File: config.mk
export PLATFORM = sky130hd
export DESIGN_NAME = seu_window_controller
export DESIGN_NICKNAME = d
export VERILOG_FILES = /design/src/rtl/seu_window_controller_pkg.sv /design/src/rtl/seu_snapshot_bank.sv /design/src/rtl/seu_window_controller.sv
export SDC_FILE = /design/constraint.sdc
export NUM_CORES = 2
export LEC_CHECK = 0
export CORE_ASPECT_RATIO = 1.5
export CORE_UTILIZATION = 64
export CTS_CLUSTER_DIAMETER = 60
export CTS_CLUSTER_SIZE = 30
export DETAILED_ROUTE_END_ITERATION = 8
export GPL_TIMING_DRIVEN = 0
export PLACE_DENSITY = 0.94
export SYNTH_ARGS = -nofsm -noshare
export SYNTH_HDL_FRONTEND = slang
export SYNTH_SLANG_ARGS = --single-unit
File: constraint.sdc
create_clock -name clock -period 24.7 [get_ports clock]
set_input_delay 6.175 -clock clock [delete_from_list [all_inputs] [get_ports clock]]
set_output_delay 6.175 -clock clock [all_outputs]
set_load 0.01 [all_outputs]
File: src/rtl/seu_window_controller_pkg.sv
// seu_window_controller_pkg: shared SEU test FSM encoding, settle length and default sizes
package seu_window_controller_pkg;
  typedef enum logic [2:0] {IDLE, CLEAR, SETTLE, BASE, RUN, SNAP} state_t;
  localparam int SETTLE_LEN = 2;
  localparam int NCH_DEF = 7;
  localparam int CNT_W_DEF = 64;
  localparam int WIN_W_DEF = 32;
  function automatic int sel_w(input int n);
    return n > 1 ? $clog2(n) : 1;
  endfunction
endpackage

File: src/rtl/seu_snapshot_bank.sv
// seu_snapshot_bank: per-channel baseline capture, wrapping delta snapshot and registered readout
module seu_snapshot_bank #(
  parameter int NCH = 7,
  parameter int CNT_W = 64,
  parameter int SEL_W = 3
) (
  input  logic                 clock,
  input  logic                 reset,
  input  logic                 capture,
  input  logic                 commit,
  input  logic                 zero,
  input  logic [NCH*CNT_W-1:0] err_count,
  input  logic                 rd_req,
  input  logic [SEL_W-1:0]     rd_sel,
  output logic                 rd_ack,
  output logic [CNT_W-1:0]     rd_data
);
  logic [CNT_W-1:0] base_q [NCH];
  logic [CNT_W-1:0] snap_q [NCH];
  logic [CNT_W-1:0] rd_mux;
  // baselines latch in BASE; snapshots commit in SNAP, forced to zero when no baseline was taken
  always_ff @(posedge clock)
    for (int k = 0; k < NCH; k++)
      if (reset) begin
        base_q[k] <= '0;
        snap_q[k] <= '0;
      end else begin
        if (capture) base_q[k] <= err_count[k*CNT_W +: CNT_W];
        if (commit) snap_q[k] <= zero ? '0 : err_count[k*CNT_W +: CNT_W] - base_q[k];
      end
  // channel select; out-of-range selects fall through to zero
  always_comb begin
    rd_mux = '0;
    for (int k = 0; k < NCH; k++) if (rd_sel == SEL_W'(k)) rd_mux = snap_q[k];
  end
  // one-cycle registered readout, data held between requests
  always_ff @(posedge clock) begin
    rd_ack <= reset ? 1'b0 : rd_req;
    rd_data <= reset ? '0 : rd_req ? rd_mux : rd_data;
  end
endmodule

File: src/rtl/seu_window_controller.sv
// seu_window_controller: sequences clear/settle/baseline/run/snapshot windows over PRBS31 checker counts
module seu_window_controller
  import seu_window_controller_pkg::*;
#(
  parameter int NCH = NCH_DEF,
  parameter int CNT_W = CNT_W_DEF,
  parameter int WIN_W = WIN_W_DEF,
  localparam int SEL_W = sel_w(NCH)
) (
  input  logic                 clock,
  input  logic                 reset,
  input  logic                 start,
  input  logic                 stop,
  input  logic                 continuous,
  input  logic [WIN_W-1:0]     window_len,
  input  logic [NCH*CNT_W-1:0] err_count,
  output logic [NCH-1:0]       clear_pulse,
  output logic                 busy,
  output logic                 done,
  output logic                 aborted,
  output logic [15:0]          window_id,
  input  logic                 rd_req,
  input  logic [SEL_W-1:0]     rd_sel,
  output logic                 rd_ack,
  output logic [CNT_W-1:0]     rd_data
);
  state_t state_q, state_d;
  logic [WIN_W-1:0] len_q, cnt_q;
  logic [1:0] settle_q;
  logic abort_q, zero_q;
  // state register
  always_ff @(posedge clock) state_q <= reset ? IDLE : state_d;
  // next state and Moore outputs; stop from any pre-SNAP busy state goes straight to SNAP
  always_comb begin
    state_d = state_q;
    busy = state_q != IDLE;
    done = state_q == SNAP;
    clear_pulse = {NCH{reset || state_q == CLEAR}};
    case (state_q)
      IDLE:    state_d = start ? CLEAR : IDLE;
      CLEAR:   state_d = stop ? SNAP : SETTLE;
      SETTLE:  state_d = stop ? SNAP : settle_q == 2'(SETTLE_LEN - 1) ? BASE : SETTLE;
      BASE:    state_d = stop ? SNAP : RUN;
      RUN:     state_d = stop || cnt_q == WIN_W'(1) ? SNAP : RUN;
      SNAP:    state_d = continuous && !abort_q ? CLEAR : IDLE;
      default: state_d = IDLE;
    endcase
  end
  // window bookkeeping: length latch, settle/run counters, abort tracking and commit status
  always_ff @(posedge clock)
    if (reset) begin
      len_q <= WIN_W'(1);
      cnt_q <= '0;
      settle_q <= '0;
      abort_q <= 1'b0;
      zero_q <= 1'b0;
      aborted <= 1'b0;
      window_id <= '0;
    end else begin
      if (state_q == IDLE && start) len_q <= window_len == '0 ? WIN_W'(1) : window_len;
      settle_q <= state_q == SETTLE ? settle_q + 2'd1 : '0;
      cnt_q <= state_q == BASE ? len_q : state_q == RUN ? cnt_q - WIN_W'(1) : cnt_q;
      if (stop && busy && !done) begin
        abort_q <= 1'b1;
        zero_q <= state_q != RUN;
      end
      if (done) begin
        abort_q <= 1'b0;
        zero_q <= 1'b0;
        aborted <= abort_q;
        window_id <= window_id + 16'd1;
      end
    end
  seu_snapshot_bank #(.NCH(NCH), .CNT_W(CNT_W), .SEL_W(SEL_W)) u_bank (
    .clock(clock),
    .reset(reset),
    .capture(state_q == BASE),
    .commit(done),
    .zero(zero_q),
    .err_count(err_count),
    .rd_req(rd_req),
    .rd_sel(rd_sel),
    .rd_ack(rd_ack),
    .rd_data(rd_data)
  );
endmodule

* Word-level counts from Yosys, hierarchy flattened
Memory sizes are Yosys's and may differ from the RTL's.
Cells that the tools add are included.
** Storage, ports and cells
- Output and inout port bits :: 91
- Memories kept :: 2
- Memory bits (writable) :: 896
- Register bits :: 153
** Operators by class
- Equal/unequal tests :: 14
- Reductions and logical operators :: 15
- Mux-type cells :: 47
- Bitwise gates (word level) :: 15
- Add/sub/neg operators :: 10
** Memories
- u_bank.base_q :: depth 7, width 64, rd ports 7, clocked after memory_dff 0, write ports 7, RTL line seu_snapshot_bank.sv:18 : logic [CNT_W-1:0] base_q [NCH];
- u_bank.snap_q :: depth 7, width 64, rd ports 7, clocked after memory_dff 0, write ports 7, RTL line seu_snapshot_bank.sv:19 : logic [CNT_W-1:0] snap_q [NCH];
** Operator list (count)
- 64-bit 2-to-1 mux :: 28
- 64-bit subtractor :: 7
- 32-bit 2-to-1 mux :: 3
- 32-bit by 1-bit equality test with 1-bit output (second input constant) :: 1
- 32-bit logical NOT :: 1
- 32-bit by 1-bit subtractor with 32-bit output (second input constant) :: 1
- 3-bit case mux with 6 select lines :: 1
- 16-bit by 1-bit adder with 16-bit output (second input constant) :: 1
- 3-bit equality test (second input constant) :: 5
- 1-bit OR :: 14
- 1-bit 2-to-1 mux :: 13
- 3-bit by 2-bit equality test with 1-bit output (second input constant) :: 4
- 3-bit by 1-bit equality test with 1-bit output (second input constant) :: 2
- 3-bit logical NOT :: 2
- 3-bit 2-to-1 mux :: 2
- 1-bit logical AND :: 4
- 2-bit OR reduction :: 2
- 3-bit inequality test (second input constant) :: 1
- 3-bit nonzero test :: 1
- 2-bit by 1-bit adder with 2-bit output (second input constant) :: 1
- 2-bit by 1-bit equality test with 1-bit output (second input constant) :: 1
- 1-bit logical NOT :: 2
- 1-bit logical OR :: 2
- 2-bit nonzero test :: 1
- 1-bit NOT :: 1

* Depth between registers and ports, before layout
- Depth after elaboration :: 8
- Gate-level depth with buffers :: 14

* Modules after synthesis
From an unflattened synthesis, not the netlist that was laid out.
** Unflattened totals
- Cell total of the unflattened synthesis :: 7319
- Area, all modules :: 68530.7 µm²
** By module, submodules not included
- seu_snapshot_bank :: instances 1, sequential area each 28207.1 µm², area each 64390.5 µm², cells an instance 6807
- seu_window_controller :: instances 1, sequential area each 1761.7 µm², area each 4140.2 µm², cells an instance 512

* Worst setup path before layout
No wires, ideal clock.
- Kind :: input to register
- From :: input reset
- To :: memory u_bank.base_q[0][0], enable pin
- Setup time :: 0.894 ns
- Arrival :: 17.334 ns
- Cell stages on the path :: 3
- Path buffers :: 2
- Slack :: 6.472 ns
- Path through :: clkbuf_1 -> clkbuf_1 -> nand2b_1
** RTL lines
- from (decl) :: RTL line seu_window_controller.sv:11 : input logic reset,
- to (decl) :: RTL line seu_snapshot_bank.sv:18

* Worst setup path after layout
- From :: input reset
- To :: output clear_pulse[3]
** Between the ends
- Cells in the longest elaborated chain, start to end :: 1
** Ends and longest elaborated chain
- 1-bit logical OR :: RTL line seu_window_controller.sv:38 : clear_pulse = {NCH{reset || state_q == CLEAR}};
- to (decl) :: RTL line seu_window_controller.sv:17 : output logic [NCH-1:0] clear_pulse,
Every way passes these cells.

==> flow_summary.json <==
{
  "status": "finished with violations",
  "end_kind": "primary output",
  "die-area_mm2": 0.108,
  "ant_nets": 0,
  "fin_skew_ns": 0.0439,
  "async_flop_share_pct": 0,
  "dp_cells": 9369,
  "rr_endpoint": "u_bank.snap_q[3][59]",
  "clock_sinks": 1049,
  "syn_avg_cell_area_um2": 9.28,
  "slowest_stage": "clkbuf_1",
  "relSlewSlack_pct": -7.86,
  "synth_cell_type_count": 93,
  "pwr-share-comb_pct": 25.3,
  "cap_violations": 2,
  "htree_levels": 3,
  "clockBufferDepth": 3,
  "rrSetupSlack_ns": 19.15,
  "p_clk_share_pct": 29.4,
  "first_global_vias": 59400,
  "io_pins": 580,
  "drtPass1Iterations": 8,
  "syn_area_mm2": 0.0684,
  "synth_nets": 8312,
  "r2r_start": "state_q[2]",
  "crit_arrival_ns": 8.74,
  "crit_path_start": "reset",
  "grtUsageTotal_pct": 43.3,
  "crit_path_cell_trace": "clkbuf_1 > clkbuf_1 > a21o_1 > buf_4 > clkdlybuf4s50_1",
  "synth_flop_cell": "edfxtp_1",
  "critical_path_required_ns": 18.52,
  "met2_length_mm": 114,
  "yosysWarningCount": 0,
  "cp_num_buf_inv": 4,
  "yosysSeqAreaShare_pct": 43.8,
  "p_seq_share_pct": 45.3,
  "slowest_delay_ns": 0.99,
  "port_buffers": 574,
  "slew_violations": 11,
  "power.density_mw_per_mm2": 57.6,
  "p_leak_nw": 31.4,
  "drc_errors": 0,
  "fin_nets": 8974,
  "intPower_mw": 3.05,
  "final_common_cell": "edfxtp_1",
  "wl_per_cell_um": 24.9,
  "synth-edff-count": 896,
  "postCtsResizedCells": 0,
  "drive_gt1_share_pct": 2.77,
  "finalHoldViolations": 0,
  "critPathMaxFanout": 10,
  "clk_pin_slew_worst_paths_ns": 0.10,
  "die_width_um": 269,
  "clk_latency_ns": 0.72,
  "drt-met1-wl_mm": 81.4,
  "synth-seq-cells": 1049,
  "setup_tns_ns": 0,
  "instances_no_fill": 9533,
  "core_area_mm2": 0.106,
  "path_depth": 5,
  "hpwl_mm": 188,
  "grt-ovfl-total": 0,
  "via_per_inst": 6.31,
  "switchingPower_mw": 1.50,
  "period_minus_slack_ns": 14.91,
  "drt_wl_total_mm": 237,
  "antenna_found_initial": 54,
  "drt_iter0_drc": 6420,
  "cts.root.buffer_cell": "clkbuf_16",
  "synthToLayoutAreaGrowth_pct": 15.5,
  "cts_hold_buf": 0,
  "top_layer": "met5",
  "r2r_cells": 8,
  "worst_pin_slew_ns": 1.62,
  "dr_wl_met3_mm": 21.2,
  "finalSetupViolCount": 0,
  "grt_pass1_wl_mm": 348,
  "gp_congestion": 1.04,
  "die_h_um": 402,
  "switching_share_pct": 32.9,
  "critical_path_class": "input port to primary output",
  "synth_cells": 7371,
  "endpoint": "clear_pulse[3]",
  "numCtsBuffers": 68,
  "hold_path.class": "flip-flop to flip-flop",
  "fmax_mhz": 67.1,
  "crit_family": "buffers and inverters",
  "start_util_pct": 64.7,
  "mostFrequentLayoutCells": "edfxtp_1 (896), nor2_1 (784), a21oi_1 (702)",
  "rsz0062_at_grt": "false",
  "vdd_drop_max_mv": 0.0724,
  "critPathLaunchType": "input port",
  "post_cts_buffers": 0,
  "violations": "max-capacitance violations, max-slew violations",
  "grt_start_max_net_pins": 75,
  "tritoncts": "built",
  "crit_top_cell": "clkbuf_1",
  "via_count": 60200,
  "fin_crit_sh_pct": 60.4,
  "rows": 146
}
-- logic make-up (layout without fill, tap and decap cells) --
kind of cell	after synthesis	in the layout	share of synthesized area (%)
simple gates	2433	2433	17.4
mux	82	82	1.20
xor+xnor	397	397	5.08
buf+inv	967	1683	5.36
flops	1049	1049	43.8
compound gates	1991	1991	18.8
other cells	0	40	0
fa+ha+maj	452	452	8.34
-- metal layers --
metal | up-vias | GRT usage [%]
li1 | 27700 | -
met1 | 28500 | 46.9
met2 | 3192 | 73.3
met3 | 838 | 9.05
met4 | 28 | 33.4
met5 | - | 0
-- cells in the mapped netlist (all sizes together) (31+ instances only) --
master	n	share of area, %
nand2	486	2.7
o221ai	69	0.88
o211ai	89	0.98
ha	445	8.1
o21ai	287	2.1
inv	567	3.1
clkbuf	368	2.0
a21o	284	3.1
and3	52	0.48
a22o	68	0.87
a211oi	37	0.42
o21bai	104	1.1
dfxtp	153	4.5
nor2b	48	0.44
and2	474	4.3
nor4	41	0.38
a21oi	705	5.2
xor2	168	2.2
edfxtp	896	39
buf	31	0.22
a31oi	79	0.72
nand4	124	1.1
o31ai	38	0.44
nor3	106	0.78
o21a	54	0.59
mux2i	82	1.2
nor2	785	4.3
nand2b	121	1.1
xnor2	229	2.9
nand3	101	0.74
-- power groups by stage --
stage	Clock (mW)	Sequential, mW	Combinational [mW]
floorplan	0	2.13	0.725
global placement	0	2.17	1.08
detailed placement	0	2.10	1.11
CTS	1.33	2.06	1.12
global route	1.39	2.07	1.23
finish	1.34	2.06	1.15
-- area by class of cell --
class                           count  area, µm²
Clock buffer                       71       1760
Clock inverter                     53        777
Buffer                            399       1550
Fill cell                        7384      26700
Tap cell                         1406       1760
Timing Repair Buffer              592       6180
Inverter                          568       2130
Multi-Input combinational cell   5355      34800
Sequential cell                  1049      30000
Antenna cell                       40        100
-- sequential cells by signal, summed over array words and instances, names as in the netlist --
signal          flops
u_bank.rd_ack       1
window_id          16
aborted             1
cnt_q              32
settle_q            2
state_q             3
zero_q              1
u_bank.snap_q     448
len_q              32
abort_q             1
u_bank.base_q     448
u_bank.rd_data     64
-- worst min path at each step --
stage / from / endpoint / slack (ns) / depth (start not counted)
after detailed placement: settle_q[0] / settle_q[0] / 0.42 / 1
after CTS: settle_q[0] / settle_q[0] / 0.43 / 1
after global placement: settle_q[0] / settle_q[0] / 0.41 / 1
after floorplan: settle_q[0] / settle_q[0] / 0.40 / 1
final: settle_q[0] / settle_q[0] / 0.43 / 1
after global routing: settle_q[0] / settle_q[0] / 0.45 / 1
-- per-stage QoR --
| stage | setup WS, ns | hold slack (ns) | instance area, µm² | power (mW) | util (%) |
|---|---|---|---|---|---|
| finish | 9.79 | 0.432 | 79000 | 4.55 | 74.7 |
| global route | 9.82 | 0.452 | 79000 | 4.70 | 74.7 |
| CTS | 9.88 | 0.434 | 78900 | 4.51 | 74.6 |
| detailed placement | 9.86 | 0.419 | 76400 | 3.21 | 72.2 |
| global placement | 0.243 | 0.406 | 75900 | 3.24 | 71.8 |
| floorplan | 6.47 | 0.398 | 68400 | 2.86 | - |
-- worst reg2reg max path, cell delays in order (launching register included) --
cell and delay, ns:
dfxtp_1 0.31, clkbuf_1 0.19, nand3b_1 0.52, or3_1 0.19, clkbuf_1 0.88, clkbuf_1 1.05, buf_2 0.77, buf_1 1.07
nor2_1 0.24
(Power assumes the default switching activity.)
